$ cat src/rtl/dmem_access_ctrl_pkg.sv
// Shared op codes, FSM states and bus size codes for the MEM-stage data-memory master.
// Optional address-error checking is enabled with DMEM_ADDR_ERR_EN (see dmem_access_ctrl).
package dmem_access_ctrl_pkg;

  localparam logic [7:0] EXE_LB_OP  = 8'b1110_0000;
  localparam logic [7:0] EXE_LH_OP  = 8'b1110_0001;
  localparam logic [7:0] EXE_LW_OP  = 8'b1110_0011;
  localparam logic [7:0] EXE_LBU_OP = 8'b1110_0100;
  localparam logic [7:0] EXE_LHU_OP = 8'b1110_0101;
  localparam logic [7:0] EXE_SB_OP  = 8'b1110_1000;
  localparam logic [7:0] EXE_SH_OP  = 8'b1110_1001;
  localparam logic [7:0] EXE_SW_OP  = 8'b1110_1011;

  localparam logic [1:0] DMEM_SZ_B = 2'd0;
  localparam logic [1:0] DMEM_SZ_H = 2'd1;
  localparam logic [1:0] DMEM_SZ_W = 2'd2;

  typedef enum logic [1:0] {
    DMEM_IDLE = 2'd0,
    DMEM_ADDR = 2'd1,
    DMEM_DATA = 2'd2,
    DMEM_DONE = 2'd3
  } dmem_state_e;

  function automatic logic is_load_op(input logic [7:0] op);
    return (op == EXE_LW_OP) || (op == EXE_LB_OP) || (op == EXE_LBU_OP) ||
           (op == EXE_LH_OP) || (op == EXE_LHU_OP);
  endfunction

  function automatic logic [1:0] load_size(input logic [7:0] op);
    if (op == EXE_LB_OP || op == EXE_LBU_OP) return DMEM_SZ_B;
    if (op == EXE_LH_OP || op == EXE_LHU_OP) return DMEM_SZ_H;
    return DMEM_SZ_W;
  endfunction

  // Store masks arrive pre-aligned, so lane count alone fixes the access size.
  function automatic logic [1:0] mask_size(input logic [3:0] mask);
    case (mask)
      4'b0001, 4'b0010, 4'b0100, 4'b1000: return DMEM_SZ_B;
      4'b0011, 4'b1100:                   return DMEM_SZ_H;
      default:                            return DMEM_SZ_W;
    endcase
  endfunction

endpackage

$ cat src/rtl/dmem_access_ctrl_if.sv
// SRAM-like split-handshake data bus: address phase (req/addr_ok) then data phase (data_ok).
interface dmem_access_ctrl_if #(
  parameter int AW = 32,
  parameter int DW = 32
);
  logic          data_req;
  logic          data_wr;
  logic [1:0]    data_size;
  logic [AW-1:0] data_addr;
  logic [DW-1:0] data_wdata;
  logic [3:0]    data_wstrb;
  logic          data_addr_ok;
  logic          data_data_ok;
  logic [DW-1:0] data_rdata;

  modport master (
    output data_req, data_wr, data_size, data_addr, data_wdata, data_wstrb,
    input  data_addr_ok, data_data_ok, data_rdata
  );

  modport slave (
    input  data_req, data_wr, data_size, data_addr, data_wdata, data_wstrb,
    output data_addr_ok, data_data_ok, data_rdata
  );
endinterface

$ cat src/rtl/dmem_access_ctrl_load_extend.sv
// Selects the addressed byte/half of a read word and sign- or zero-extends it.
module load_extend
  import dmem_access_ctrl_pkg::*;
(
  input  logic [7:0]  op,
  input  logic [1:0]  lo,
  input  logic [31:0] rdata,
  output logic [31:0] data
);

  logic [7:0]  byte_sel;
  logic [15:0] half_sel;

  always_comb begin
    byte_sel = rdata[8*lo +: 8];
    half_sel = lo[1] ? rdata[31:16] : rdata[15:0];
    case (op)
      EXE_LB_OP:  data = {{24{byte_sel[7]}}, byte_sel};
      EXE_LBU_OP: data = {24'h0, byte_sel};
      EXE_LH_OP:  data = {{16{half_sel[15]}}, half_sel};
      EXE_LHU_OP: data = {16'h0, half_sel};
      default:    data = rdata;
    endcase
  end

endmodule

$ cat src/rtl/dmem_access_ctrl.sv
// MEM-stage data-memory master: issues one bus access per load/store and stalls until DONE.
// Define DMEM_ADDR_ERR_EN to add adelM/adesM misalignment outputs that block the access.
module dmem_access_ctrl
  import dmem_access_ctrl_pkg::*;
#(
  parameter int AW = 32,
  parameter int DW = 32
) (
  input  logic          clk,
  input  logic          rst,
  input  logic          mem_enM,
  input  logic [7:0]    alucontrolM,
  input  logic [AW-1:0] addrM,
  input  logic [3:0]    sig_writeM,
  input  logic [DW-1:0] wdataM,
  input  logic          flushM,
  dmem_access_ctrl_if.master bus,
  output logic          mem_stall,
  output logic [DW-1:0] rdataM,
  output logic          rdata_valid
`ifdef DMEM_ADDR_ERR_EN
  ,
  output logic          adelM,
  output logic          adesM
`endif
);

  dmem_state_e   state, state_next;
  logic [7:0]    op_q;
  logic [1:0]    lo_q;
  logic          cancel;
  logic          wr_q;
  logic [1:0]    size_q;
  logic [AW-1:0] addr_q;
  logic [DW-1:0] wdata_q;
  logic [3:0]    wstrb_q;
  logic [DW-1:0] ext_data;
  logic          addr_err;
  logic          start;
  logic          fin;

`ifdef DMEM_ADDR_ERR_EN
  assign adelM = mem_enM &
                 (((alucontrolM == EXE_LW_OP) & (addrM[1:0] != 2'b00)) |
                  (((alucontrolM == EXE_LH_OP) | (alucontrolM == EXE_LHU_OP)) & addrM[0]));
  assign adesM = mem_enM &
                 (((alucontrolM == EXE_SW_OP) & (addrM[1:0] != 2'b00)) |
                  ((alucontrolM == EXE_SH_OP) & addrM[0]));
  assign addr_err = adelM | adesM;
`else
  assign addr_err = 1'b0;
`endif

  assign start = mem_enM & ~flushM & ~addr_err &
                 (is_load_op(alucontrolM) | (sig_writeM != 4'b0000));
  assign fin   = ((state == DMEM_ADDR) & bus.data_addr_ok & bus.data_data_ok) |
                 ((state == DMEM_DATA) & bus.data_data_ok);

  assign bus.data_req   = (state == DMEM_ADDR);
  assign bus.data_wr    = wr_q;
  assign bus.data_size  = size_q;
  assign bus.data_addr  = addr_q;
  assign bus.data_wdata = wdata_q;
  assign bus.data_wstrb = wstrb_q;

  always_ff @(posedge clk) begin
    if (rst) state <= DMEM_IDLE;
    else     state <= state_next;
  end

  always_comb begin
    state_next = state;
    mem_stall  = 1'b0;
    case (state)
      DMEM_IDLE: begin
        mem_stall = start;
        if (start) state_next = DMEM_ADDR;
      end
      DMEM_ADDR: begin
        mem_stall = 1'b1;
        if (bus.data_addr_ok) state_next = bus.data_data_ok ? DMEM_DONE : DMEM_DATA;
      end
      DMEM_DATA: begin
        mem_stall = 1'b1;
        if (bus.data_data_ok) state_next = DMEM_DONE;
      end
      default: state_next = DMEM_IDLE;
    endcase
  end

  load_extend u_load_extend (
    .op    (op_q),
    .lo    (lo_q),
    .rdata (bus.data_rdata),
    .data  (ext_data)
  );

  // A flush after issue never withdraws the request; it only marks the result to be dropped.
  always_ff @(posedge clk) begin
    if (rst) begin
      op_q        <= '0;
      lo_q        <= '0;
      cancel      <= 1'b0;
      wr_q        <= 1'b0;
      size_q      <= '0;
      addr_q      <= '0;
      wdata_q     <= '0;
      wstrb_q     <= '0;
      rdataM      <= '0;
      rdata_valid <= 1'b0;
    end else begin
      rdata_valid <= 1'b0;
      case (state)
        DMEM_IDLE: begin
          if (start) begin
            op_q    <= alucontrolM;
            lo_q    <= addrM[1:0];
            cancel  <= 1'b0;
            wr_q    <= (sig_writeM != 4'b0000);
            size_q  <= (sig_writeM != 4'b0000) ? mask_size(sig_writeM) : load_size(alucontrolM);
            addr_q  <= addrM;
            wdata_q <= wdataM;
            wstrb_q <= sig_writeM;
          end
        end
        DMEM_ADDR, DMEM_DATA: begin
          if (flushM) cancel <= 1'b1;
          if (fin && is_load_op(op_q)) begin
            rdataM      <= ext_data;
            rdata_valid <= ~cancel & ~flushM;
          end
        end
        default: ;
      endcase
    end
  end

endmodule

$ cat src/flat_wrapper.sv
// flat-port wrapper written by rule: the top's interface ports become plain ports
module dmem_access_ctrl_flat import dmem_access_ctrl_pkg::*;
#(
  parameter int AW = 32,
  parameter int DW = 32
)
  (clk, rst, mem_enM, alucontrolM, addrM, sig_writeM, wdataM, flushM, mem_stall, rdataM, rdata_valid, bus_data_req, bus_data_wr, bus_data_size, bus_data_addr, bus_data_wdata, bus_data_wstrb, bus_data_addr_ok, bus_data_data_ok, bus_data_rdata);
  dmem_access_ctrl_if #(.AW(AW), .DW(DW)) bus_i ();
  input  logic clk;
  input  logic rst;
  input  logic mem_enM;
  input  logic [7:0] alucontrolM;
  input  logic [AW-1:0] addrM;
  input  logic [3:0] sig_writeM;
  input  logic [DW-1:0] wdataM;
  input  logic flushM;
  output logic mem_stall;
  output logic [DW-1:0] rdataM;
  output logic rdata_valid;
  output wire logic [$bits(bus_i.data_req)-1:0] bus_data_req;
  output wire logic [$bits(bus_i.data_wr)-1:0] bus_data_wr;
  output wire logic [$bits(bus_i.data_size)-1:0] bus_data_size;
  output wire logic [$bits(bus_i.data_addr)-1:0] bus_data_addr;
  output wire logic [$bits(bus_i.data_wdata)-1:0] bus_data_wdata;
  output wire logic [$bits(bus_i.data_wstrb)-1:0] bus_data_wstrb;
  input wire logic [$bits(bus_i.data_addr_ok)-1:0] bus_data_addr_ok;
  input wire logic [$bits(bus_i.data_data_ok)-1:0] bus_data_data_ok;
  input wire logic [$bits(bus_i.data_rdata)-1:0] bus_data_rdata;
  assign bus_data_req = bus_i.data_req;
  assign bus_data_wr = bus_i.data_wr;
  assign bus_data_size = bus_i.data_size;
  assign bus_data_addr = bus_i.data_addr;
  assign bus_data_wdata = bus_i.data_wdata;
  assign bus_data_wstrb = bus_i.data_wstrb;
  assign bus_i.data_addr_ok = bus_data_addr_ok;
  assign bus_i.data_data_ok = bus_data_data_ok;
  assign bus_i.data_rdata = bus_data_rdata;
  dmem_access_ctrl #(.AW(AW), .DW(DW)) u_core (.clk(clk), .rst(rst), .mem_enM(mem_enM), .alucontrolM(alucontrolM), .addrM(addrM), .sig_writeM(sig_writeM), .wdataM(wdataM), .flushM(flushM), .bus(bus_i), .mem_stall(mem_stall), .rdataM(rdataM), .rdata_valid(rdata_valid));
endmodule
$ cat config.mk
export PLATFORM = sky130hd
export DESIGN_NAME = dmem_access_ctrl_flat
export DESIGN_NICKNAME = d
export VERILOG_FILES = /design/src/rtl/dmem_access_ctrl_pkg.sv /design/src/rtl/dmem_access_ctrl_if.sv /design/src/rtl/dmem_access_ctrl_load_extend.sv /design/src/rtl/dmem_access_ctrl.sv /design/src/flat_wrapper.sv
export SDC_FILE = /design/constraint.sdc
export NUM_CORES = 1
export LEC_CHECK = 0
export CAP_MARGIN = 30
export CORE_UTILIZATION = 39
export DETAILED_ROUTE_END_ITERATION = 7
export MAX_ROUTING_LAYER = met4
export PLACE_DENSITY = 0.86
export SLEW_MARGIN = 10
export SYNTH_ARGS = -nofsm -noshare
export SYNTH_HDL_FRONTEND = slang
export SYNTH_SLANG_ARGS = --single-unit
export TNS_END_PERCENT = 1
$ cat constraint.sdc
create_clock -name clk -period 1.78 [get_ports clk]
set_clock_uncertainty 0.15 [all_clocks]
set_input_delay 0.178 -clock clk [delete_from_list [all_inputs] [get_ports clk]]
set_output_delay 0.178 -clock clk [all_outputs]
set_load 0.01 [all_outputs]
; Word level (Yosys, flattened, before mapping)
; Index checks and enable logic that the tools add are counted.
[word_totals]
input_bits = 114
reg_bits = 117
[classes]
n_shift = 1
reduce_logical = 22
bitwise = 12
n_eq_ne = 22
mux = 26
[ops]
columns = operator, n
row1 = $pmux W32 S4, 1
row2 = $eq A8 B8 Y1 const B, 10
row3 = $shiftx A32 B6 Y8, 1
row4 = $mux W16, 1
row5 = $mux W2, 8
row6 = $mux W1, 12
row7 = $logic_or A1 B1 Y1, 10
row8 = $eq A4 B2 Y1 const B, 2
row9 = $eq A4 B4 Y1 const B, 2
row10 = $and A1 B1 Y1, 6
row11 = $ne A2 B1 Y1 const B, 3
row12 = $pmux W2 S3, 1
row13 = $reduce_and A3 Y1, 2
row14 = $eq A4 B1 Y1 const B, 1
row15 = $eq A4 B3 Y1 const B, 1
row16 = $not A1 Y1, 4
row17 = $pmux W1 S2, 2
row18 = $pmux W2 S2, 1
row19 = $reduce_and A2 Y1, 2
row20 = $reduce_bool A4 Y1, 1
row21 = $reduce_or A2 Y1, 2
row22 = $reduce_or A4 Y1, 1
row23 = $reduce_or A3 Y1, 1
row24 = $eq A2 B1 Y1 const B, 1
row25 = 6 further kinds, 7

; Longest topological paths before layout
[logic_depth]
ltp_word = 17
depth_mapped = 8

; Hierarchy
; Synthesis repeated with hierarchy kept, for this count alone.
[hier_totals]
cells_unflattened = 584
area_unflattened_um2 = 5571.6
[by_module_without_submodules]
columns = module, instances, seq_area_each_um2, cells_each, area_per_inst_um2
row1 = dmem_access_ctrl, 1, 2302.2, 494, 4922.2
row2 = load_extend, 1, 0.0, 90, 649.4

; Least setup slack after synthesis
; No wires, ideal clock.
[synth_timing]
path_kind = register to register
start = reg u_core.state[1]
end = reg u_core.rdataM[13]
period_less_slack_ns = 1.928
setup_ns = 0.137
path_slack_ns = -0.148
required_time_ns = 1.493
path_stages_with_launch = 9
n_path_buf = 2
t_arrival_ns = 1.641
cell_sequence = dfxtp_1 -> inv_1 -> ha_1 -> nand2_1 -> nor4_4 -> and2_1 -> buf_2 -> buf_2 -> a211oi_1
[synth_via]
elab_chain_len = 6
word_cells_on_any_way = 9
classes_between = eq/ne (2) / bitwise (4) / reduce/logical (3)
[synth_rtl]
columns = element, line
row1 = "start, declared", dmem_access_ctrl.sv:28  ; dmem_state_e state, state_next;
row2 = "start signal, assigned", dmem_access_ctrl.sv:68  ; else state <= state_next;
row3 = $eq A2 B1 Y1, "dmem_access_ctrl.sv:56, dmem_access_ctrl.sv:113"
row4 = $and A1 B1 Y1 (2 in a row), dmem_access_ctrl.sv:56  ; assign fin = ((state == DMEM_ADDR) & bus.data_addr_ok & bus.data_data_ok) |
row5 = $or A1 B1 Y1, dmem_access_ctrl.sv:56
row6 = $logic_and A1 B1 Y1, dmem_access_ctrl.sv:128  ; if (fin && is_load_op(op_q)) begin
row7 = $reduce_and A2 Y1 (no line) (*), -
row8 = "end signal, assigned", dmem_access_ctrl.sv:129  ; rdataM <= ext_data;
row9 = "end, declared", dmem_access_ctrl.sv:19  ; output logic [DW-1:0] rdataM,
; Every way passes the cells marked *; elsewhere a longest branch is shown, timed or not.
; A chain may end at the register's enable or synchronous reset.

; Worst setup path in the final report
[layout_timing]
start = reg u_core.state[1]
end = reg u_core.rdataM[10]
; Same word-level chain as after synthesis.

==> results.md <==
* Status: complete, but fails checks
* Failing checks: setup timing
* Area Overhead vs Synth at 74.65%
* Least-Margin Pin Slew at 0.6141 ns
* Ys flop type: dfxtp_1
* CP Cell Sequence: inv_2, ha_4, nand2_4, nor4_4, buf_6, buf_12, buf_12, a21oi_1, a211oi_1
* Final Power at 9.023 mW
* Drt wl/cell at about 17 um
* Place WS at -0.5677 ns
* Routed met3 length at between 1500 and 2000 um
* Critical Path Fanout Max at 7
* Router iterations before antenna repair at 5
* Cell Rows at 42
* Design area at between 0.009 and 0.01 mm^2
* Share of the yosys chip area belonging to registers at a little over two fifths
* Initial antenna violation count at 0
* CTS tree: yes
* Placed Instance Area at around 0.0085 mm^2
* FF-to-FF setup slack at -0.13 ns
* Num CTS Buffers at 17
* Worst path max stage delay at 0.33 ns
* Die Width at around 120 um
* Share of post-route cells with drive strength above 1 at 24.67%
* Top sig layer: met4
* Post-DRT Antenna Nets at 0
* Global route total overflow at 0
* Die area at ~0.014 mm^2
* Met2 Routed Length at 9252 um
* Vias in the first global route at about 5700
* Power Dens Cells at 946.4 mW/mm^2
* Post-Synthesis Cells at between 600 and 700
* Clock Latency Late Sink at approximately 0.42 ns
* Initial Util at about two fifths
* Clk slew on worst S/H paths at ~0.060 ns
* Post-synthesis register bit count at 115
* Syn avg cell area at roughly 9.0 um^2
* Critical Path Start Type: register
* Most frequent cells in the layout: 209 x clkdlybuf4s50_1, 170 x nand2_1, 108 x dfxtp_1
* Syn nets at just over 700
* Hold Vio Cnt, Final at 0
* Crit-path slowest cell: dfxtp_2
* Hold path cells at 3
* # port buffers at around 220
* GPL Wtd Cong at approximately 0.89
* WL met1 at a little over 7000 um
* Vias at 5720
* Max Cap Viol at 0
* Static leakage at 3.641 nW
* Global Route Usage Sum at around 26%
* Final core utilization at between 70 and 80%
* Sink Count at 115
* Starting DRC count in detailed routing at between 300 and 400
* Distinct cells, synth at 54
* Data arrival time of the worst path at roughly 2.1 ns
* Fin crit share at 107.4%
* Max Freq at 523.1 MHz
* Final #Nets at about 1000
* Post-route insts no fill at ~1100
* Post-CTS Hold Buffers at 0
* Worst slew margin at around 59%
* Final count of negative-setup-slack endpoints at 34
* Final setup TNS at -2.833 ns
* Post-DR vias/cell at roughly 5.3
* WL final at roughly 19000 um
* Setup WS post-layout at -0.1317 ns
* Worst R2R Path Depth at 9
* Min Clock Period, post-route at between 1.5 and 2 ns
* Worst path required time at between 1.5 and 2 ns
* Class of the most critical setup path: register to register
* Max-slew violations at 0
* CTS H-Tree Depth at 4
* Post-synthesis cell area at roughly 0.0055 mm^2
* Clk buf depth at 2
* Top Ports at 220
* Asr flop ratio synth at 0%
* First-pass GRT wire length at 28280 um
* Fill cells at approximately 960
* Drc violations at 0
* CP endpoint kind: register
* Largest net degree at the start of global routing at 73
* Post-detail-place hpwl at approximately 13000 um
* RSZ-0062 raised after global routing: yes
* Hold crit path type: input pin to register
* CTS Root Buffer Type: clkbuf_16
* Syn. warnings at 0
* Chip height at 120.3 um
* Maximum VDD drop at about 0.00070 V
* Core outline area at ~0.013 mm^2
* Hold WS at 0.07996 ns
* Crit-path most repeated cell: buf_12
* Number of synthesized flops with an enable pin at 0
* Ant. Diodes at 0
* Placed Cells at between 1000 and 1500
* Commonest non-fill, non-tap cell in the layout: clkdlybuf4s50_1
==> cell usage after synthesis (2+ instances only) <==
cell type,instances,share of area [%]
a31oi_1,2,0.23
o41ai_1,7,1.1
nand2b_1,3,0.34
o32ai_1,5,0.80
o211ai_1,2,0.27
buf_4,9,1.2
o22ai_1,4,0.46
buf_1,2,0.14
buf_2,13,1.2
dfxtp_1,115,42
inv_1,10,0.69
mux2i_1,78,14
a21o_1,2,0.27
o21ai_0,2,0.18
ha_1,4,0.92
nor3_1,4,0.37
clkbuf_1,26,1.8
a31o_2,4,0.64
a211oi_2,10,2.3
nor2_1,11,0.76
nand2_1,172,12
nand3_2,2,0.37
nand3_1,9,0.83
a211oi_1,26,3.6
nor2b_1,3,0.34
mux2_2,6,1.2
a21oi_1,36,3.3
mux4_2,3,1.2
nand3b_1,7,0.96
nor3b_1,5,0.69
a22oi_1,3,0.41
==> registers in the layout (all words and copies together) (netlist names) <==
signal                 count
u_core.cancel              1
u_core.bus.data_size       2
u_core.bus.data_wr         1
u_core.bus.data_wstrb      4
u_core.bus.data_wdata     32
u_core.op_q                8
u_core.rdataM             32
u_core.bus.data_addr      32
u_core.state               2
u_core.rdata_valid         1
==> final cells by class <==
| type | count | area [um^2] | share of cell area [%] |
|---|---|---|---|
| multi-input combinational | 432 | 3247 | 34.06 |
| timing repair buffer | 310 | 3109 | 32.61 |
| sequential | 115 | 2311 | 24.24 |
| clock buffer | 19 | 442.9 | 4.646 |
| tap | 176 | 220.2 | 2.310 |
| clock inverter | 13 | 160.2 | 1.680 |
| inverter | 11 | 43.79 | 0.4593 |
==> metal layers <==
metal / GRT usage, % / vias to the layer above
met5: - / -
met4: 12.04 / 0
met3: 8.113 / 54
met2: 44.25 / 288
met1: 27.27 / 2682
li1: - / 2696
==> final timing paths <==
path | from | endpoint
setup reg to reg | u_core.state[1]$_SDFFE_PP0P_ | u_core.rdataM[10]$_SDFFE_PP0P_
hold reg to reg | u_core.bus.data_addr[11]$_SDFFE_PP0P_ | u_core.bus.data_addr[11]$_SDFFE_PP0P_
setup / recovery | u_core.state[1]$_SDFFE_PP0P_ | u_core.rdataM[10]$_SDFFE_PP0P_
hold / removal | alucontrolM[4] | u_core.op_q[4]$_SDFFE_PP0P_
==> logic make-up after synthesis <==
group / after synthesis / synth area share, %
AOI/OAI and AO/OA: 112 / 15.56
buffers and inverters: 62 / 5.317
and+or+nand+nor: 228 / 19.25
DFF: 115 / 42.17
adders and majority gates: 4 / 0.9168
muxes: 87 / 16.78
==> critical path, delay by kind of cell, from the launching register on <==
kind                     cells  cell delay [ns]
AO/OA/AOI/OAI                2             0.26
flip-flops                   1             0.33
adder cells (fa/ha/maj)      1             0.27
buffers and inverters        4             0.43
AND/OR/NAND/NOR              2             0.37
==> power breakdown <==
part | switching, mW | leakage [nW] | internal [mW]
clock | 1.26 | 0.293 | 2.23
sequential | 0.139 | 0.937 | 2.81
combinational | 1.13 | 2.41 | 1.44
==> what timing repair did <==
| action | 4_1_cts | 5_1_grt |
|---|---|---|
| pin swaps | 21 | 20 |
| cloned | 3 | 1 |
| setup buffers | 4 | 4 |
| setup endpoints to repair | 45 | 47 |
| gates resized for setup | 64 | 20 |
No activity file was read; power rests on OpenSTA's default activity.
